$ cat config.mk
export PLATFORM = sky130hd
export DESIGN_NAME = product_sign_restore
export DESIGN_NICKNAME = d
export VERILOG_FILES = /design/src/rtl/product_sign_restore.sv
export SDC_FILE = /design/constraint.sdc
export NUM_CORES = 2
export LEC_CHECK = 0
export CORE_AREA = 2 2 345 347
export DETAILED_ROUTE_END_ITERATION = 16
export DIE_AREA = 0 0 347 349
export PLACE_DENSITY = 0.84
export RECOVER_POWER = 100
export SLEW_MARGIN = 40
export SYNTH_ARGS = -nofsm -noshare
export SYNTH_HDL_FRONTEND = slang
export SYNTH_SLANG_ARGS = --single-unit
$ cat constraint.sdc
create_clock -name Clk -period 7.35 [get_ports Clk]
set_input_delay 1.1025 -clock Clk [delete_from_list [all_inputs] [get_ports Clk]]
set_output_delay 1.1025 -clock Clk [all_outputs]
set_load 0.03 [all_outputs]
$ cat src/rtl/product_sign_restore.sv
// Sign restoration and output buffering for the unsigned multiplier core: S1 registers the sign and
// magnitude, S2 forms the two's-complement product, and a FIFO with reserved slots buffers results.
// Define SIGN_RESTORE_ROUND_EN to round the magnitude half-up to its upper half (OW = WIDTH+2).
module product_sign_restore #(
    parameter int WIDTH = 128,
    parameter int DEPTH = 4,
`ifdef SIGN_RESTORE_ROUND_EN
    localparam int OW = WIDTH + 2,
`else
    localparam int OW = 2 * WIDTH + 1,
`endif
    localparam int CW = $clog2(DEPTH) + 1
) (
    input  logic                 Clk,
    input  logic                 Rst,
    input  logic                 in_valid,
    output logic                 in_ready,
    input  logic                 in_sign,
    input  logic [2*WIDTH-1:0]   in_mag,
    output logic                 out_valid,
    input  logic                 out_ready,
    output logic signed [OW-1:0] out_p,
    output logic [CW-1:0]        count
);

    localparam int MW  = 2 * WIDTH;
    localparam int PW  = $clog2(DEPTH);
    localparam int OCW = CW + 1;

    logic                 v1_q, v1_d;
    logic                 s1_sign_q, s1_sign_d;
    logic [MW-1:0]        s1_mag_q, s1_mag_d;
    logic                 v2_q, v2_d;
    logic signed [OW-1:0] s2_p_q, s2_p_d;
    logic [PW-1:0]        wp_q, wp_d;
    logic [PW-1:0]        rp_q, rp_d;
    logic [CW-1:0]        count_q, count_d;
    logic signed [OW-1:0] mem_q [DEPTH];
    logic signed [OW-1:0] mem_d [DEPTH];

    logic                 accept;
    logic                 push;
    logic                 pop;
    logic [OCW-1:0]       occupancy;

`ifdef SIGN_RESTORE_ROUND_EN
    localparam int RW = WIDTH + 1;

    function automatic logic [RW-1:0] round_half_up(input logic [MW-1:0] mag);
        round_half_up = {1'b0, mag[MW-1:WIDTH]} + RW'(mag[WIDTH-1]);
    endfunction
`endif

    // A zero magnitude never becomes negative, so -0 always leaves as +0.
    function automatic logic signed [OW-1:0] restore_sign(input logic neg, input logic [MW-1:0] mag);
        logic [OW-1:0] ext;
`ifdef SIGN_RESTORE_ROUND_EN
        ext = {1'b0, round_half_up(mag)};
`else
        ext = {1'b0, mag};
`endif
        if (neg && (ext != '0)) begin
            restore_sign = ~ext + OW'(1);
        end else begin
            restore_sign = ext;
        end
    endfunction

    // Every product in S1/S2 already owns a FIFO slot; this keeps in_ready off in_valid/out_ready.
    always_comb begin
        occupancy = {1'b0, count_q} + OCW'(v1_q) + OCW'(v2_q);
        in_ready  = (occupancy < OCW'(DEPTH));
    end

    assign accept    = in_valid & in_ready;
    assign push      = v2_q;
    assign out_valid = (count_q != '0);
    assign pop       = out_valid & out_ready;
    assign out_p     = mem_q[rp_q];
    assign count     = count_q;

    always_comb begin
        // S1: capture the accepted product
        v1_d      = accept;
        s1_sign_d = s1_sign_q;
        s1_mag_d  = s1_mag_q;
        if (accept) begin
            s1_sign_d = in_sign;
            s1_mag_d  = in_mag;
        end

        // S2: signed conversion
        v2_d   = v1_q;
        s2_p_d = s2_p_q;
        if (v1_q) begin
            s2_p_d = restore_sign(s1_sign_q, s1_mag_q);
        end

        // FIFO: write behind S2, read at the head
        mem_d   = mem_q;
        wp_d    = wp_q;
        rp_d    = rp_q;
        count_d = count_q;
        if (push) begin
            mem_d[wp_q] = s2_p_q;
            wp_d        = wp_q + PW'(1);
        end
        if (pop) begin
            rp_d = rp_q + PW'(1);
        end
        case ({push, pop})
            2'b10:   count_d = count_q + CW'(1);
            2'b01:   count_d = count_q - CW'(1);
            default: count_d = count_q;
        endcase
    end

    always_ff @(posedge Clk or negedge Rst) begin
        if (!Rst) begin
            v1_q      <= 1'b0;
            s1_sign_q <= 1'b0;
            s1_mag_q  <= '0;
            v2_q      <= 1'b0;
            s2_p_q    <= '0;
            wp_q      <= '0;
            rp_q      <= '0;
            count_q   <= '0;
            for (int i = 0; i < DEPTH; i++) begin
                mem_q[i] <= '0;
            end
        end else begin
            v1_q      <= v1_d;
            s1_sign_q <= s1_sign_d;
            s1_mag_q  <= s1_mag_d;
            v2_q      <= v2_d;
            s2_p_q    <= s2_p_d;
            wp_q      <= wp_d;
            rp_q      <= rp_d;
            count_q   <= count_d;
            mem_q     <= mem_d;
        end
    end

endmodule

* Word-level counts from Yosys, hierarchy flattened
Index checks and enable logic that the tools add are counted.
** Word-level totals
- Register bits after elaboration :: 1551
- Input port bits :: 261
- Output and inout bits :: 262
- Logic and storage cells :: 43
** Operators by class
- Add/subtract/negate cells :: 7
- Order comparisons :: 4
- Eq/ne operators :: 2
- Multiplexer cells :: 8
- Bitwise operators :: 5
- Reductions and logical operators :: 5
** Operator list (count)
- 1028-bit bitwise mux :: 1
- 257-bit two-way mux :: 4
- 257-bit binary-select mux with 2-bit select :: 1
- 257-bit demux with 2-bit select :: 1
- 257-bit by 1-bit adder with 257-bit output, second input constant :: 1
- 256-bit NOT with 257-bit output :: 1
- 256-bit nonzero test :: 1
- 3-bit greater-or-equal comparator, second input constant :: 2
- 2-bit NOT with 3-bit output :: 2
- 3-bit one-hot mux with 2 select lines :: 1
- 2-bit by 1-bit adder with 2-bit output, second input constant :: 2
- 3-bit by 1-bit adder with 4-bit output :: 1
- 4-bit by 1-bit adder with 4-bit output :: 1
- 4-bit by 3-bit < comparator with 1-bit output, second input constant :: 1
- 3-bit by 1-bit adder with 3-bit output, second input constant :: 1
- 3-bit by 1-bit < comparator with 1-bit output, second input constant :: 1
- 3-bit nonzero test :: 1
- 3-bit by 1-bit subtractor with 3-bit output, second input constant :: 1
- 1-bit AND :: 2
- 2-bit by 1-bit equality test with 1-bit output, second input constant :: 1
- 2-bit equality test, second input constant :: 1
- 1-bit logical AND :: 2
- 2-bit nonzero test :: 1

* Logic depth before layout (Yosys ltp)
- Depth after elaboration :: 6
- Mapped depth :: 12

* Worst setup path after synthesis
Ideal clock, no wire load.
- Path kind :: register -> output
- From :: register rp_q[0]
- To :: output out_p[248]
- Arrival :: 2.229 ns
- Data required time :: 6.247 ns
- Slack :: 4.018 ns
- Cell stages (with the launch flop) :: 5
- Buffers on the path :: 3
- Cells stage by stage :: dfrtp_1 clkbuf_1 buf_1 buf_1 mux4_2
** On the way
- Word-level cells in the longest chain between the ends :: 4
** RTL lines
- start: declaration :: RTL line 36 : logic [PW-1:0] rp_q, rp_d;
- start signal: assignment :: RTL line 138 : rp_q <= rp_d;
- 2-bit NOT with 3-bit output (not written as such) :: RTL line 79 : assign out_p = mem_q[rp_q];
- 257-bit binary-select mux with 2-bit select :: RTL line 79
- 257-bit two-way mux (not written as such) (2 in a row) :: RTL line 79
- end: declaration :: RTL line 22 : output logic signed [OW-1:0] out_p,
Every way passes these cells. The select of a mux whose other input is x is not followed.

* Worst setup path in the final report
- From :: register wp_q[0]
- To :: register mem_q[47] (netlist bit)
** On the way
- Word-level cells in the longest chain between the ends :: 6
- Elaborated cells between the ends (all ways) :: 7
- Classes of those cells :: 2 x order compare; 3 x mux; 1 x bitwise; 1 x reduce/logical
** RTL lines
- start: declaration :: RTL line 35 : logic [PW-1:0] wp_q, wp_d;
- start signal: assignment :: RTL line 137 : wp_q <= wp_d;
- 2-bit NOT with 3-bit output (not written as such) (*) :: RTL line 105 : mem_d[wp_q] = s2_p_q;
- 3-bit greater-or-equal comparator (not written as such) or 3-bit by 1-bit < comparator with 1-bit output (tied branches) :: RTL line 105
- 1-bit logical AND (not written as such) :: RTL line 105
- 257-bit two-way mux (not written as such) :: RTL line 105
- 257-bit demux with 2-bit select (*) :: RTL line 105
- 1028-bit bitwise mux (*) :: RTL line 105
- end signal: assignment :: RTL line 140 : mem_q <= mem_d;
- end: declaration :: RTL line 38 : logic signed [OW-1:0] mem_q [DEPTH];
Mark *: on every way between the ends. The rest lies on a longest branch, timed or not.
A chain may end at the register's enable or synchronous reset.

==> metrics.txt <==
outcome=finished with violations; failing checks=capacitance limit, slew limit; post-synthesis compound-gate area fraction=0.0375; Power, Total=around 45000 uW; count of final setup violators=0; first-pass GRT wire length=309 mm; Clock H-tree levels=4; GRT met1 Usage=0.461; Final ANT Viol Nets=0; Synth cell types=51; die span in x=~350 um; combinational family with the most area after synthesis=multiplexers; fraction of registers with async set/reset=1.00; Root Buffer=clkbuf_16; I/O pins=523; die height=349 um; GRT busiest layer=met2; setup TNS=0 ps; Fill cells=7591; max_cap viols=29; fraction of layout cells with a size suffix above 1=0.335; static leakage=0.0329 uW; routed vias/inst=6.58; register area share after synthesis=0.555; vias in the first global route=48500; final worst-path cycle share=0.831; Core Region=0.117 mm^2; Worst-Margin Slew=~3600 ps; Pre-Repair DR Iteration Count=6; clock buffer depth=3; DRT iter0 DRCs=around 4800; number of synthesis warnings=0; Crit Path Class=reg2reg; Worst-path clk slew=60 ps; TritonCTS clock tree=built; Max VDD drop=0.597 mV; Avg WL per Cell=28.6 um; nets=about 5800; area grow syn2layout=17.5%; power density over cell area=approximately 550 mW/mm^2; Num CTS Buffers=158; DRC=0; Top FF cell, synth=dfrtp_1; largest net degree at the start of global routing=161; Slew Limit Fails=1500; IO Port Bufs=522; Cell Area, Synth=~0.070 mm^2; WP data arrival=slightly below 7000 ps; crit-path cells=ha_1 > nand2_1 > clkbuf_1 > clkbuf_2 > mux2_2; met2 Use GR=0.520; fmax=0.164 GHz; Initial Utilization=0.596; unrepaired setup endpoints after global routing=no; crit path max fanout=36; met3 Use GR=0.0817; grt ovf=0; slowest stage delay, CP=just over 2000 ps; Rows=126; die footprint=0.121 mm^2; Synth Area in Simple Gates=0.0669; Syn Area/Cell=13.8 um^2; Max Clock Skew=~36 ps; synthesized flop and latch total=between 1500 and 2000; Hold Buf Count CTS=0; Syn Inst Count=5071; syn_nets=5340; Final Hold Fails=0; initial antenna violation count=19; Post-Layout Inst Area=around 0.08 mm^2; setup bufs post-CTS=0; Post-synth EDFFs=0; CP endpoint kind=flip-flop; DR vias=around 47000; Synth Area in Adders=0.00154; Relative slew margins=-1.37; area of the multi-input gates=~0.03 mm^2; Final WS setup=1240 ps; post-DP HPWL=138 mm; Resized Gates After CTS=0; clk_lat worst skew=just under 800 ps; register area=between 0.03 and 0.04 mm^2; Placement Cell Area=0.0769 mm^2; min Tclk post-route=6110 ps; Crit path required time=7980 ps; worst min path class=reg2reg; Largest delay share family, worst path=buffers and inverters; placer congestion estimate=0.970; XOR/XNOR Fraction of Synth Area=0.0323; crit start category=flip-flop; CP max stage cell=clkbuf_1; GRT Total Usage=0.340; Total Routed Length=205 mm; mux share of post-synthesis cell area=0.289; Placement Setup Slack=2410 ps; CTS sink cnt=1551; final hold slack=499 ps; worst path bufs/invs=2
[sequential cells by signal, summed over array words and instances (netlist names)]
signal and count:
count 3, mem_q 1028, push 1, rp_q 2
s1_mag_q 256, s1_sign_q 1, s2_p_q 257, v1_q 1
wp_q 2
[routing by layer]
metal  routed length [um]  vias up
li1                     -    19500
met1                79300    24500
met2                94900     2578
met3                19400      599
met4                11400       26
met5                  150        -
[worst reg2reg max path, delay by kind of cell, from the launching register on]
| family | cells | cell delay [ps] |
|---|---|---|
| buf+inv | 2 | 3150 |
| simple gates | 1 | 1730 |
| mux | 1 | 450 |
| flops | 1 | 420 |
| fa+ha+maj | 1 | 210 |
[stage by stage]
stage | utilization | cells
floorplan | - | 5071
global placement | 0.653 | 6880
detailed placement | 0.655 | 6887
CTS | 0.701 | 7167
global route | 0.700 | 7171
finish | 0.700 | 7175
[layout make-up]
cell class | count | share of cell area
sequential | 1551 | 0.472
antenna | 4 | 0.000122
timing repair buffer | 596 | 0.0732
inverter | 23 | 0.00105
clock buffer | 227 | 0.0564
clock inverter | 53 | 0.00961
multi-input combinational | 3185 | 0.364
tap | 1536 | 0.0234
[where the power goes]
part | switching, uW | internal [uW]
sequential | 4230 | 13000
clock | 3420 | 4960
combinational | 9880 | 9440
[cell families (layout without fill, tap and decap cells)]
logic type,count (synthesis),after routing
muxes,1536,1536
adders and majority gates,8,8
AOI/OAI and AO/OA,470,470
DFF,1551,1551
buffers and inverters,335,899
xor gates and xnor gates,258,258
and+or+nand+nor,913,913
other,0,4
[cell usage after synthesis (2+ instances only)]
cell type  number  area (um^2)
o21ai_0        65          325
nor3_1         77          385
buf_2          12         60.1
nor4_4          3         63.8
a41oi_1         6         52.6
o31ai_1        46          345
nand4b_1        9         78.8
clkbuf_1      247          927
o21ai_1        19         95.1
nand2_1       119          447
nand4bb_1       2         22.5
nand3_1        46          230
or2_2          21          131
and4_1          4         35.0
xor2_1        176         1540
nor4b_1         6         52.6
inv_1          22         82.6
mux2_2       1279        14400
nand3b_1        4         30.0
or4_1          52          390
nor3_2          3         30.0
a21oi_1       285         1430
buf_1          53          199
xnor2_1        82          718
ha_1            7         87.6
and3b_1         2         17.5
o41ai_1        28          245
mux4_2        257         5790
or4b_2          3         30.0
nand4_1        37          231
nor4_2         10          125
a31oi_1        19          119
nor2_1        357         1340
nor4_1         84          526
dfrtp_1      1551        38800
and3_1          8         50.1
nand2b_1       10         62.6
and2_1          7         43.8
or3_1          41          257
[final timing paths]
check	start	end	slack, ps	depth (start not counted)
worst max-delay path	wp_q[0]	mem_q[47]	1240	5
worst min-delay path	mem_q[22]	mem_q[22]	500	1
worst max register to register	wp_q[0]	mem_q[47]	1240	5
worst min register to register	mem_q[22]	mem_q[22]	500	1
max in group asynchronous	Rst	rp_q[1]	2040	4
min in group asynchronous	Rst	mem_q[287]	1560	1
[cells in the final DEF, fill, tap and decap left out, drive strengths merged, types with 53 or more instances in the layout]
master         netlist  final
o21ai               84     84
dlygate4sd3          0    259
nor3                80     80
mux2              1279   1279
nand2              119    119
a21oi              285    285
clkdlybuf4s50        0    262
xor2               176    176
nor4                97     97
clkbuf             247    258
dfrtp             1551   1551
or4                 53     53
nor2               357    357
mux4               257    257
xnor2               82     82
(Power assumes the default switching activity.)
